==> config.mk <==
export PLATFORM = sky130hd
export DESIGN_NAME = cae_stream
export DESIGN_NICKNAME = d
export VERILOG_FILES = /design/src/rtl/cae_pkg.sv /design/src/rtl/cae_skid.sv /design/src/rtl/cae_stream.sv
export SDC_FILE = /design/constraint.sdc
export NUM_CORES = 1
export LEC_CHECK = 0
export ABC_AREA = 1
export BUFFER_PORTS_ARGS = -buffer_cell sky130_fd_sc_hd__buf_4
export CAP_MARGIN = 20
export CORE_UTILIZATION = 50
export DETAILED_ROUTE_END_ITERATION = 8
export PLACE_DENSITY = 0.76
export SYNTH_ARGS = -nofsm -noshare
export SYNTH_HDL_FRONTEND = slang
export SYNTH_SLANG_ARGS = --single-unit
==> constraint.sdc <==
create_clock -name clk -period 1.8 [get_ports clk]
set_clock_uncertainty 0.05 [all_clocks]
set_input_delay 0.18 -clock clk [delete_from_list [all_inputs] [get_ports clk]]
set_output_delay 0.18 -clock clk [all_outputs]
set_load 0.01 [all_outputs]
==> src/rtl/cae_pkg.sv <==
// Shared types and helpers for the odd-even merge network compare-and-exchange stages.
package cae_pkg;

  localparam logic DIR_ASC  = 1'b0;
  localparam logic DIR_DESC = 1'b1;

  localparam int unsigned KEY_MAX = 64;

  typedef enum logic [1:0] {
    SKID_EMPTY,
    SKID_ONE,
    SKID_FULL
  } skid_state_e;

  // Keys arrive zero-extended to KEY_MAX; flipping the key MSB turns a
  // two's-complement order into a plain unsigned order.
  function automatic logic key_lt(
    input logic               is_signed,
    input int unsigned        width,
    input logic [KEY_MAX-1:0] a,
    input logic [KEY_MAX-1:0] b
  );
    logic [KEY_MAX-1:0] flip;
    flip = KEY_MAX'(is_signed) << (width - 1);
    return (a ^ flip) < (b ^ flip);
  endfunction

endpackage

==> src/rtl/cae_skid.sv <==
// Two-entry valid/ready skid buffer, 1-cycle latency, full throughput.
// in_rdy is registered and depends only on occupancy; out_dat holds while stalled.
module cae_skid
  import cae_pkg::*;
#(
  parameter int unsigned WIDTH = 8
) (
  input  logic             clk,
  input  logic             rst_n,
  input  logic             in_vld,
  output logic             in_rdy,
  input  logic [WIDTH-1:0] in_dat,
  output logic             out_vld,
  input  logic             out_rdy,
  output logic [WIDTH-1:0] out_dat
);

  skid_state_e      state_q, state_d;
  logic [WIDTH-1:0] main_q, main_d;
  logic [WIDTH-1:0] skid_q, skid_d;
  logic             out_vld_q, out_vld_d;
  logic             in_rdy_q, in_rdy_d;
  logic             in_xfer, out_xfer;

  assign in_xfer  = in_vld && in_rdy_q;
  assign out_xfer = out_vld_q && out_rdy;

  always_comb begin
    state_d = state_q;
    main_d  = main_q;
    skid_d  = skid_q;
    case (state_q)
      SKID_EMPTY: begin
        if (in_xfer) begin
          main_d  = in_dat;
          state_d = SKID_ONE;
        end
      end
      SKID_ONE: begin
        if (in_xfer && !out_xfer) begin
          skid_d  = in_dat;
          state_d = SKID_FULL;
        end else if (out_xfer && !in_xfer) begin
          state_d = SKID_EMPTY;
        end else if (in_xfer && out_xfer) begin
          main_d  = in_dat;
        end
      end
      SKID_FULL: begin
        if (out_xfer) begin
          main_d  = skid_q;
          state_d = SKID_ONE;
        end
      end
      default: state_d = SKID_EMPTY;
    endcase
    out_vld_d = (state_d != SKID_EMPTY);
    in_rdy_d  = (state_d != SKID_FULL);
  end

  always_ff @(posedge clk) begin
    if (!rst_n) begin
      state_q   <= SKID_EMPTY;
      main_q    <= '0;
      skid_q    <= '0;
      out_vld_q <= 1'b0;
      in_rdy_q  <= 1'b1;
    end else begin
      state_q   <= state_d;
      main_q    <= main_d;
      skid_q    <= skid_d;
      out_vld_q <= out_vld_d;
      in_rdy_q  <= in_rdy_d;
    end
  end

  assign in_rdy  = in_rdy_q;
  assign out_vld = out_vld_q;
  assign out_dat = main_q;

endmodule

==> src/rtl/cae_stream.sv <==
// Handshaked compare-and-exchange of one key/tag pair per transfer, 1-cycle latency.
// Stalls through a two-entry skid; x_ready is registered and never follows y_ready directly.
module cae_stream
  import cae_pkg::*;
#(
  parameter int unsigned KEY_WIDTH = 8,
  parameter int unsigned TAG_WIDTH = 8,
  parameter bit          SIGNED    = 1'b0,
  parameter int unsigned CNT_WIDTH = 16
) (
  input  logic                 clk,
  input  logic                 rst_n,
  input  logic                 x_valid,
  output logic                 x_ready,
  input  logic                 x_desc,
  input  logic [KEY_WIDTH-1:0] x_key_0,
  input  logic [KEY_WIDTH-1:0] x_key_1,
  input  logic [TAG_WIDTH-1:0] x_tag_0,
  input  logic [TAG_WIDTH-1:0] x_tag_1,
  output logic                 y_valid,
  input  logic                 y_ready,
  output logic [KEY_WIDTH-1:0] y_key_0,
  output logic [KEY_WIDTH-1:0] y_key_1,
  output logic [TAG_WIDTH-1:0] y_tag_0,
  output logic [TAG_WIDTH-1:0] y_tag_1,
  output logic                 y_swapped,
  output logic [CNT_WIDTH-1:0] swap_count
);

  localparam int unsigned PW = 1 + 2 * (KEY_WIDTH + TAG_WIDTH);

  logic [KEY_MAX-1:0]   k0_ext, k1_ext;
  logic                 swap;
  logic                 in_xfer;
  logic [PW-1:0]        in_dat, out_dat;
  logic [CNT_WIDTH-1:0] cnt_q, cnt_d;

  assign k0_ext = KEY_MAX'(x_key_0);
  assign k1_ext = KEY_MAX'(x_key_1);

  // Strict compares in both directions, so equal keys keep their order.
  always_comb begin
    if (x_desc == DIR_DESC) swap = key_lt(SIGNED, KEY_WIDTH, k0_ext, k1_ext);
    else                    swap = key_lt(SIGNED, KEY_WIDTH, k1_ext, k0_ext);
  end

  assign in_dat = swap ? {1'b1, x_key_1, x_tag_1, x_key_0, x_tag_0}
                       : {1'b0, x_key_0, x_tag_0, x_key_1, x_tag_1};

  assign in_xfer = x_valid && x_ready;

  always_comb begin
    cnt_d = cnt_q;
    if (in_xfer && swap && (cnt_q != {CNT_WIDTH{1'b1}})) cnt_d = cnt_q + CNT_WIDTH'(1);
  end

  always_ff @(posedge clk) begin
    if (!rst_n) cnt_q <= '0;
    else        cnt_q <= cnt_d;
  end

  cae_skid #(.WIDTH(PW)) u_skid (
    .clk     (clk),
    .rst_n   (rst_n),
    .in_vld  (x_valid),
    .in_rdy  (x_ready),
    .in_dat  (in_dat),
    .out_vld (y_valid),
    .out_rdy (y_ready),
    .out_dat (out_dat)
  );

  assign {y_swapped, y_key_0, y_tag_0, y_key_1, y_tag_1} = out_dat;
  assign swap_count = cnt_q;

endmodule

==> summary.md, run 1 <==
| Metric | Value |
|---|---|
| FILL cells | 805 |
| Post_cts resized | 0 |
| Vias in the first global route | 4,447 |
| Yosys Warn Count | 0 |
| Die Y | 97.9 µm |
| Pin count of the biggest net entering global routing | 68 |
| # H-tree levels | 3 |
| Layout area overhead | 24.8% |
| Flop and latch count out of synthesis | 86 |
| CTS tree | done |
| First-pass GRT wire length | 20.8 mm |
| Area of the multi-input gates | 0.00238 mm² |
| GPL Wtd Cong | 0.917 |
| Antenna viol nets, final | 0 |
| Commonest non-fill, non-tap cells in the layout | nand2_1, buf_4, a21oi_1, dfxtp_1, inv_1 |
| CP top delay family | simple AND/OR/NAND/NOR gates |
| Seq/Total Area, Yosys | 37.4% |
| CP max FO | 16 |
| Clock Latency Late Sink | 0.35 ns |
| Reg area | 0.00172 mm² |
| Drt total wl | 12.4 mm |
| PwrDens | 897 mW/mm² |
| WP buf/inv | 2 |
| Layout Utilization | 65.2% |
| CP startpoint kind | flop |
| Die area | 0.00959 mm² |
| Placed Cells | 907 |
| Syn Area/Cell | 6.42 µm² |
| Setup violators final | 0 |
| GR Util All Layers | 26.4% |
| Critical Path, Cell by Cell | ha_1, nand2_1, inv_1, nand2_1, nor2_2, nand4_2, nand2_2, nor2_4, buf_12, nand2_1, a21oi_1 |
| # DRC | 3 |
| Post-Layout Cell Count | 922 |
| Total iterations of the first detailed-routing run | 7 |
| Inserted Clock Buffers | 9 |
| Synth Net Count | 763 |
| Post-route clock period utilization | 89.8% |
| WP data arrival | 1.85 ns |
| CP required | 2.04 ns |
| Clock buffer depth | 2 |
| Core Rows | 34 |
| Final worst slack | 0.183 ns |
| Max incr delay on CP | 0.33 ns |
| Tmin final | 1.62 ns |
| IO Port Bufs | 87 |
| CP Capture Type | flop |
| Chip Width | 97.9 µm |
| RSZ-0062 raised after global routing | false |
| Placeable Area | 0.00881 mm² |
| Leak Pwr | 0.00296 µW |
| Grt ovf | 0 |
| Clk slew on worst S/H paths | 0.09 ns |
| Slowest-stage cell, CP | dfxtp_2 |
| Drt initial violations | 328 |
| DR vias/cell | 5.27 |
| Post-synth cell types | 29 |
| Max frequency | 619 MHz |
| IO Count | 88 |
| Diode count | 0 |
| Wire length per cell | 13.4 µm |
| CTS root buf | clkbuf_8 |
| Slew of the pin with the lowest slew margin | 0.389 ns |
| Setup TNS | 0 ns |
| Post-Synthesis Cells | 717 |
| Fraction of layout cells with a size suffix above 1 | 18.9% |
| Post-CTS Setup Inserts | 0 |
| Critical path type | flop to flop |
| VDD IR max | 467 µV |
| Clk sinks | 86 |
| Initial antenna violation count | 0 |
| MaxCap Viol Count | 0 |
| Fin nets | 856 |
| Post-DP HPWL | 8.69 mm |
| Design Power | 5150 µW |
| Status | finished, violations left |
| Synthesized area | 0.00460 mm² |
| Slew margin rel. | 74.0% |
| Failing checks | DRC |
| Most common cell after layout, fill and taps aside | nand2_1 |
| Via Count | 4,855 |
| Final hold violations | 0 |
| Most used cell, CP | nand2_1 |
| Final Max Slew Viols | 0 |
| Cts hold-fix bufs | 0 |
| Pre-CTS WS | -0.132 ns |
| Hold WC Path Type | input pin to flop |
| Starting density of the core | 52.2% |
==> per-layer routing <==
metal / vias up / GRT usage [%] / wire [µm]
met1: 2216 / 36.5 / 5720
met4: 0 / 7.81 / 165
met5: - / 0 / 0
met3: 18 / 5.01 / 787
met2: 173 / 41.8 / 5690
li1: 2448 / - / -
==> metrics by stage <==
step | cell area, µm² | hold slack [ns]
final | 5740 | 0.0952
after global routing | 5740 | 0.0871
after CTS | 5740 | 0.0845
after detailed placement | 5560 | 0.437
after global placement | 5560 | 0.429
after floorplan | 4600 | 0.268
==> worst register-to-register path, stage by stage (launching register included) <==
cell     delay, ns
dfxtp_2       0.33
ha_1          0.20
nand2_1       0.09
inv_1         0.06
nand2_1       0.12
nor2_2        0.05
nand4_2       0.09
nand2_2       0.09
nor2_4        0.13
buf_12        0.15
nand2_1       0.05
a21oi_1       0.14
==> report_power, final <==
group / total (µW) / switching, µW / leakage, µW / internal [µW]
registers: 2260 / 126 / 0.000706 / 2140
logic: 1580 / 913 / 0.00216 / 665
clock network: 1310 / 675 / 0.0000931 / 634
total: 5150 / 1710 / 0.00296 / 3430
==> cell type report <==
cell class | count | area share (%)
flip-flops and latches | 86 | 30.0
clock buffers | 11 | 2.29
inverters | 88 | 5.75
multi-input cells | 505 | 41.5
well taps | 108 | 2.35
repair buffers | 120 | 17.2
clock inverters | 4 | 0.850
==> state kept, by name, summed over array words and instances, names as in the netlist <==
name,cells
u_skid.out_dat,33
u_skid.skid_q,33
swap_count,16
u_skid.state_q,2
u_skid.in_rdy,1
u_skid.out_vld,1
==> final timing paths <==
path | startpoint | to | slack, ns | cells after the start
worst min register to register | swap_count[7] | swap_count[7] | 0.45 | 2
worst max register to register | swap_count[0] | swap_count[3] | 0.18 | 11
worst min-delay path | rst_n | u_skid.out_dat[3] | 0.1 | 3
worst max-delay path | swap_count[0] | swap_count[3] | 0.18 | 11
==> Yosys cell counts <==
cell	instances	area share [%]
a21o_1	1	0.16
a21oi_1	84	9.1
a21oi_2	2	0.38
buf_1	5	0.41
buf_2	7	0.76
buf_4	3	0.49
buf_6	1	0.24
clkbuf_1	22	1.8
dfxtp_1	86	37
ha_1	9	2.4
inv_1	84	6.9
inv_2	4	0.33
nand2_1	187	15
nand2_2	1	0.14
nand2_4	2	0.49
nand3_1	71	7.7
nand3_2	1	0.22
nand4_1	4	0.54
nand4_2	2	0.54
nor2_1	81	6.6
nor2_2	3	0.41
nor2_4	1	0.24
nor3_1	4	0.44
nor3_2	1	0.22
o21a_1	1	0.16
o21ai_0	35	3.8
o21ai_1	1	0.11
xnor2_1	3	0.57
xor2_1	11	2.1
==> logic make-up (layout without fill, tap and decap cells) <==
logic type	count (synthesis)	after routing	share of synthesized area [%]
buffers and inverters	126	223	10.9
AO/OA/AOI/OAI	124	124	13.8
AND/OR/NAND/NOR	358	358	32.8
adder cells (fa/ha/maj)	9	9	2.45
XOR/XNOR	14	14	2.67
flip-flops	86	86	37.4
No activity file was read; power rests on OpenSTA's default activity.
==> run 2, diff against run 1 <==
Settings changed: CTS_BUF_LIST set to sky130_fd_sc_hd__clkbuf_16, RECOVER_POWER set to 25.
==> run 2 against run 1 <==
Effect of this change:
- the run still ends with DRC left
- total power grew 7.4%
- core utilization fell by 0.26 points
- sequential share of layout area increased by 0.075 points
- worst setup slack worse by 0.028 ns
- clock power up 37%
- final cell count unchanged
- combinational power down 6%
- largest cell class unchanged
- largest power group unchanged
- highest routed layer unchanged
==> summary.md, run 2 (synthesized netlist as in run 1, its figures left out) <==
| Metric | Value |
|---|---|
| Slew margin rel. | 74.3% (+0.29 points) |
| Tmin final | 1.64 ns (+0.0283 ns) |
| Post_cts resized | 0 (unchanged) |
| NetSw | 1780 µW (+3.7%) |
| Failing checks | DRC |
| Reg area | 0.00172 mm² (-0.14%) |
| FILL cells | 824 (+2.4%) |
| Leak Pwr | 0.00288 µW (-2.7%) |
| CP required | 2.00 ns (-0.04 ns) |
| Commonest non-fill, non-tap cells in the layout | nand2_1, dfxtp_1, inv_1 |
| Vias in the first global route | 4,480 (+0.74%) |
| Setup violators final | 0 (unchanged) |
| Starting density of the core | 52.2% (unchanged) |
| First-pass GRT wire length | 21.1 mm (+1.4%) |
| Met2 wire length | 5.86 mm (+3.0%) |
| Wire length per cell | 13.7 µm (+1.9%) |
| VDD IR max | 532 µV (+14%) |
| Cell Int Power | 3750 µW (+9.3%) |
| Net Sw Frac | 32.2% (-1.1 points) |
| Most common cell after layout, fill and taps aside | nand2_1 |
| Area of the multi-input gates | 0.00239 mm² (+0.10%) |
| Sequential cell fraction of total power | 40.9% (-3.0 points) |
| Hold slack | 0.118 ns (+0.0225 ns) |
| Chip Width | 97.9 µm (unchanged) |
| IO Count | 88 (unchanged) |
| Final Max Slew Viols | 0 (unchanged) |
| Clock Latency Late Sink | 0.33 ns (-0.02 ns) |
| Clock buffer depth | 2 (unchanged) |
| Drt initial violations | 392 (+20%) |
| # DRC | 4 (+1) |
| Placed cell areas | 0.00556 mm² (unchanged) |
| Max frequency | 608 MHz (-1.7%) |
| Fin nets | 856 (unchanged) |
| Antenna viol nets, final | 0 (unchanged) |
| Inserted Clock Buffers | 9 (unchanged) |
| CP Capture Type | flop |
| Cell area after layout | 0.00572 mm² (-0.39%) |
| Initial antenna violation count | 0 (unchanged) |
| Slew of the pin with the lowest slew margin | 0.385 ns (-0.00442 ns) |
| Clk sinks | 86 (unchanged) |
| WP data arrival | 1.85 ns (about the same) |
| Max layer used | met4 |
| Total iterations of the first detailed-routing run | 8 (+1) |
| Clock network fraction of total power | 32.3% (+6.9 points) |
| Critical path type | input pin to flop |
| CTS root buf | clkbuf_16 |
| PwrDens | 967 mW/mm² (+7.8%) |
| Post-Layout Cell Count | 922 (unchanged) |
| Post-route clock period utilization | 91.4% (+1.6 points) |
| Fraction of layout cells with a size suffix above 1 | 14.6% (-4.3 points) |
| Placeable Area | 0.00881 mm² (unchanged) |
| Post-CTS Setup Inserts | 0 (unchanged) |
| # H-tree levels | 3 (unchanged) |
| Die Y | 97.9 µm (unchanged) |
| Met1 wire length | 5.78 mm (+1.1%) |
| Status | finished, violations left |
| Final hold violations | 0 (unchanged) |
| GPL Wtd Cong | 0.917 (unchanged) |
| GR Util All Layers | 26.8% (+0.39 points) |
| Cts hold-fix bufs | 0 (unchanged) |
| Via Count | 4,883 (+0.58%) |
| Layout area overhead | 24.3% |
| Layout Utilization | 64.9% (-0.26 points) |
| Placed Cells | 907 (unchanged) |
| Drt total wl | 12.6 mm (+1.9%) |
| Diode count | 0 (unchanged) |
| DR vias/cell | 5.30 (+0.58%) |
| Pin count of the biggest net entering global routing | 68 (unchanged) |
| Post-DP HPWL | 8.69 mm (unchanged) |
| CTS tree | done |
| Combinational share of power | 26.8% (-3.9 points) |
| Grt ovf | 0 (unchanged) |
| Met3 wire length | 753 µm (-4.3%) |
| CP startpoint kind | input pin |
| Core Rows | 34 (unchanged) |
| Hold WC Path Type | input pin to flop |
| IO Port Bufs | 87 (unchanged) |
| Clk slew on worst S/H paths | 0.06 ns (-0.03 ns) |
| CP max FO | 16 (unchanged) |
| Die area | 0.00959 mm² (unchanged) |
| MaxCap Viol Count | 0 (unchanged) |
[run 2: cell types whose count changed in the layout (fill, tap and decap cells not counted), moves of 2 or more]
cell	before	now
clkbuf_1	2	34
inv_1	83	85
clkbuf_16	0	9
dfxtp_1	84	86
clkbuf_8	9	0
buf_4	113	78
dfxtp_2	2	0
[run 2: critical path, stage by stage]
cell     delay (ns)
buf_4          0.11
inv_1          0.10
ha_1           0.26
nand2_1        0.10
nand2_1        0.07
nand2_1        0.05
nand2_1        0.04
nand2_1        0.09
nand2_1        0.09
nand2_4        0.11
nand2_4        0.11
buf_12         0.17
nand2_1        0.10
nand3_1        0.09
a21oi_1        0.17
[run 2: metal layers]
layer	up-vias	global-route usage, %
li1	2453	-
met1	2233	36.4
met3	20	4.44
met2	177	42.8
met4	0	9.91
met5	-	0
[run 2: power groups by stage]
stage               sequential (µW)  clock, µW  combinational, µW
finish                         2260       1790               1480
global route                   2290       1890               1660
CTS                            2260       1800               1580
detailed placement             2300          0               1560
global placement               2300          0               1530
floorplan                      2350          0                860
[run 2: area by class of cell]
class,count,area share [%]
clock inverter,6,0.984
inverter,88,5.78
tap,108,2.36
clock buffer,9,3.94
sequential,86,30.1
timing repair buffer,120,15.1
multi-input combinational,505,41.7
[run 2: through the flow]
step | setup WS [ns] | TNS [ns] | power, µW
4_1_cts | 0.109 | 0 | 5650
3_5_place_dp | -0.132 | -6.42 | 3860
6_report | 0.155 | 0 | 5530
2_1_floorplan | 0.0688 | 0 | 3210
5_1_grt | -0.00553 | -0.00553 | 5840
3_3_place_gp | -0.0923 | -3.08 | 3830
[run 2: path summary, 6_finish.rpt]
| kind | from | end | slack (ns) | cells past startpoint |
|---|---|---|---|---|
| setup / recovery | x_key_0[1] | u_skid.out_dat[23] | 0.16 | 15 |
| hold reg to reg | swap_count[8] | swap_count[8] | 0.44 | 2 |
| setup reg to reg | swap_count[4] | swap_count[1] | 0.17 | 10 |
| hold / removal | rst_n | u_skid.out_dat[3] | 0.12 | 3 |
==> run 3, diff against run 2 <==
Settings changed: PLACE_DENSITY 0.76 to 0.82.
==> run 3 against run 2 <==
Effect of this change:
- the flow still finishes with violations (DRC)
- global-route usage grew 0.14 points
- register-to-register slack got worse by 0.05 ns
- sequential share of layout area is 0.086 points higher
- largest power group unchanged
- wire length rose by 0.65%
- count of clock-buffer cells in the layout unchanged
- total power is 2.3% lower
- largest cell class unchanged
- die area did not move
- non-clock buffer count up 5
- core utilization down 0.18 points
- sequential cell count unchanged
- critical path depth decreased by 4
==> summary.md, run 3 (synthesized netlist as in run 1, its figures left out) <==
| Metric | Value |
|---|---|
| FILL cells | 809 (-1.8%) |
| Drt total wl | 12.7 mm (+0.65%) |
| Initial antenna violation count | 0 (unchanged) |
| Tmin final | 1.68 ns (+0.0373 ns) |
| # DRC | 5 (+1) |
| Die Y | 97.9 µm (unchanged) |
| Clock buffer depth | 2 (unchanged) |
| GR Util All Layers | 26.9% (+0.14 points) |
| Fin nets | 861 (+0.58%) |
| Layout area overhead | 24.0% |
| Placed Cells | 912 (+0.55%) |
| WP data arrival | 1.86 ns (about the same) |
| Slew of the pin with the lowest slew margin | 0.394 ns (+0.00920 ns) |
| Total iterations of the first detailed-routing run | 7 (-1) |
| PwrDens | 948 mW/mm² (-2.0%) |
| Wire length per cell | 13.7 µm (+0.11%) |
| Via Count | 4,966 (+1.7%) |
| Failing checks | DRC |
| Leak Pwr | 0.00288 µW (about the same) |
| Max frequency | 594 MHz (-2.2%) |
| First-pass GRT wire length | 21.1 mm (about the same) |
| Worst Reg-to-Reg Cells | 11 (+1) |
| MaxCap Viol Count | 0 (unchanged) |
| Critical path type | flop to flop |
| Setup TNS | 0 ns (unchanged) |
| Reg2reg end | swap_count[1] |
| Design Power | 5410 µW (-2.3%) |
| Antenna viol nets, final | 0 (unchanged) |
| Area of the multi-input gates | 0.00239 mm² (unchanged) |
| Clk sinks | 86 (unchanged) |
| Post-route clock period utilization | 93.5% (+2.1 points) |
| # H-tree levels | 3 (unchanged) |
| Inserted Clock Buffers | 9 (unchanged) |
| Vias in the first global route | 4,682 (+4.5%) |
| IO Count | 88 (unchanged) |
| Starting density of the core | 52.2% (unchanged) |
| Clk slew on worst S/H paths | 0.06 ns (about the same) |
| Diode count | 0 (unchanged) |
| Min-Delay Path Depth | 7 (+4) |
| Reg area | 0.00172 mm² (unchanged) |
| Final hold violations | 0 (unchanged) |
| IO Port Bufs | 87 (unchanged) |
| Clock Latency Late Sink | 0.34 ns (about the same) |
| Slew margin rel. | 73.7% (-0.61 points) |
| Post-DP HPWL | 8.71 mm (+0.12%) |
| Final Max Slew Viols | 0 (unchanged) |
| Setup violators final | 0 (unchanged) |
| GPL Wtd Cong | 0.891 (-2.8%) |
| CP startpoint kind | flop |
| Core Rows | 34 (unchanged) |
| Worst r2r src | swap_count[0] |
| Post-Layout Cell Count | 927 (+0.54%) |
| DR vias/cell | 5.36 (+1.2%) |
| CTS root buf | clkbuf_16 |
| Hold wc startpoint | x_tag_1[0] |
| CP required | 1.98 ns (-0.02 ns) |
| CP max FO | 10 (-6) |
| Commonest non-fill, non-tap cells in the layout | nand2_1, buf_4, dfxtp_1 |
| Drt initial violations | 361 (-7.9%) |
| Most common cell after layout, fill and taps aside | nand2_1 |
| Die area | 0.00959 mm² (unchanged) |
| Placeable Area | 0.00881 mm² (unchanged) |
| Grt ovf | 0 (unchanged) |
| CP Capture Type | flop |
| FF-to-FF setup slack | 0.12 ns (-0.05 ns) |
| CTS tree | done |
| Status | finished, violations left |
| Fraction of layout cells with a size suffix above 1 | 15.4% (+0.77 points) |
| VDD IR max | 500 µV (-6.0%) |
| Chip Width | 97.9 µm (unchanged) |
| Hold Path Sink | u_skid.skid_q[0] |
| Pin count of the biggest net entering global routing | 68 (unchanged) |
| Cts hold-fix bufs | 0 (unchanged) |
| Hold WC Path Type | input pin to flop |
run 3: worst max-delay path by stage:
stage	end	start
floorplan	u_skid.skid_q[3]	x_key_0[7]
global placement	u_skid.out_dat[27]	x_key_0[7]
detailed placement	u_skid.skid_q[21]	x_key_0[7]
CTS	swap_count[1]	swap_count[1]
global route	swap_count[1]	swap_count[0]
finish	swap_count[1]	swap_count[0]
run 3: critical path, cell delays in order, from the launching register on:
cell and delay (ns):
dfxtp_1 0.35, ha_2 0.21, nand2_1 0.08, inv_1 0.07, nand2_1 0.09, nor2_2 0.11, nand4_2 0.12, nand2_2 0.12
nor2_4 0.04, buf_4 0.16, o21ai_1 0.12, nor2_1 0.05
run 3: final cells by class:
class                      instances  share of cell area [%]
sequential                        86                    30.2
tap                              108                    2.37
clock buffer                       9                    3.95
clock inverter                     6                   0.548
timing repair buffer             125                    15.3
multi-input combinational        505                    41.8
inverter                          88                    5.79
run 3: report_power, final:
part	internal [µW]	total, µW	switching, µW
clock network	912	1660	744
logic	559	1480	922
registers	2140	2270	131
run 3: metal layers:
| metal | vias up | GRT usage [%] | part of all wire, % |
|---|---|---|---|
| li1 | 2465 | - | - |
| met1 | 2239 | 34.5 | 43 |
| met2 | 234 | 44.2 | 47 |
| met3 | 28 | 4.37 | 7.6 |
| met4 | 0 | 12.9 | 2.3 |
| met5 | - | 0 | 0 |
run 3: per-stage QoR:
stage,utilization (%),cell area [µm²],hold WS [ns],worst slack [ns]
detailed placement,63.2,5570,0.436,-0.134
floorplan,-,4600,0.268,0.0688
global placement,63.2,5570,0.428,-0.0709
CTS,66.2,5830,0.196,0.0507
finish,64.8,5700,0.202,0.118
global route,64.8,5700,0.223,-0.0135
run 3: repair_timing:
action,in CTS,in global routing
endpoints found under the setup margin,0,5
gates resized for setup,0,3
buffers inserted,0,0
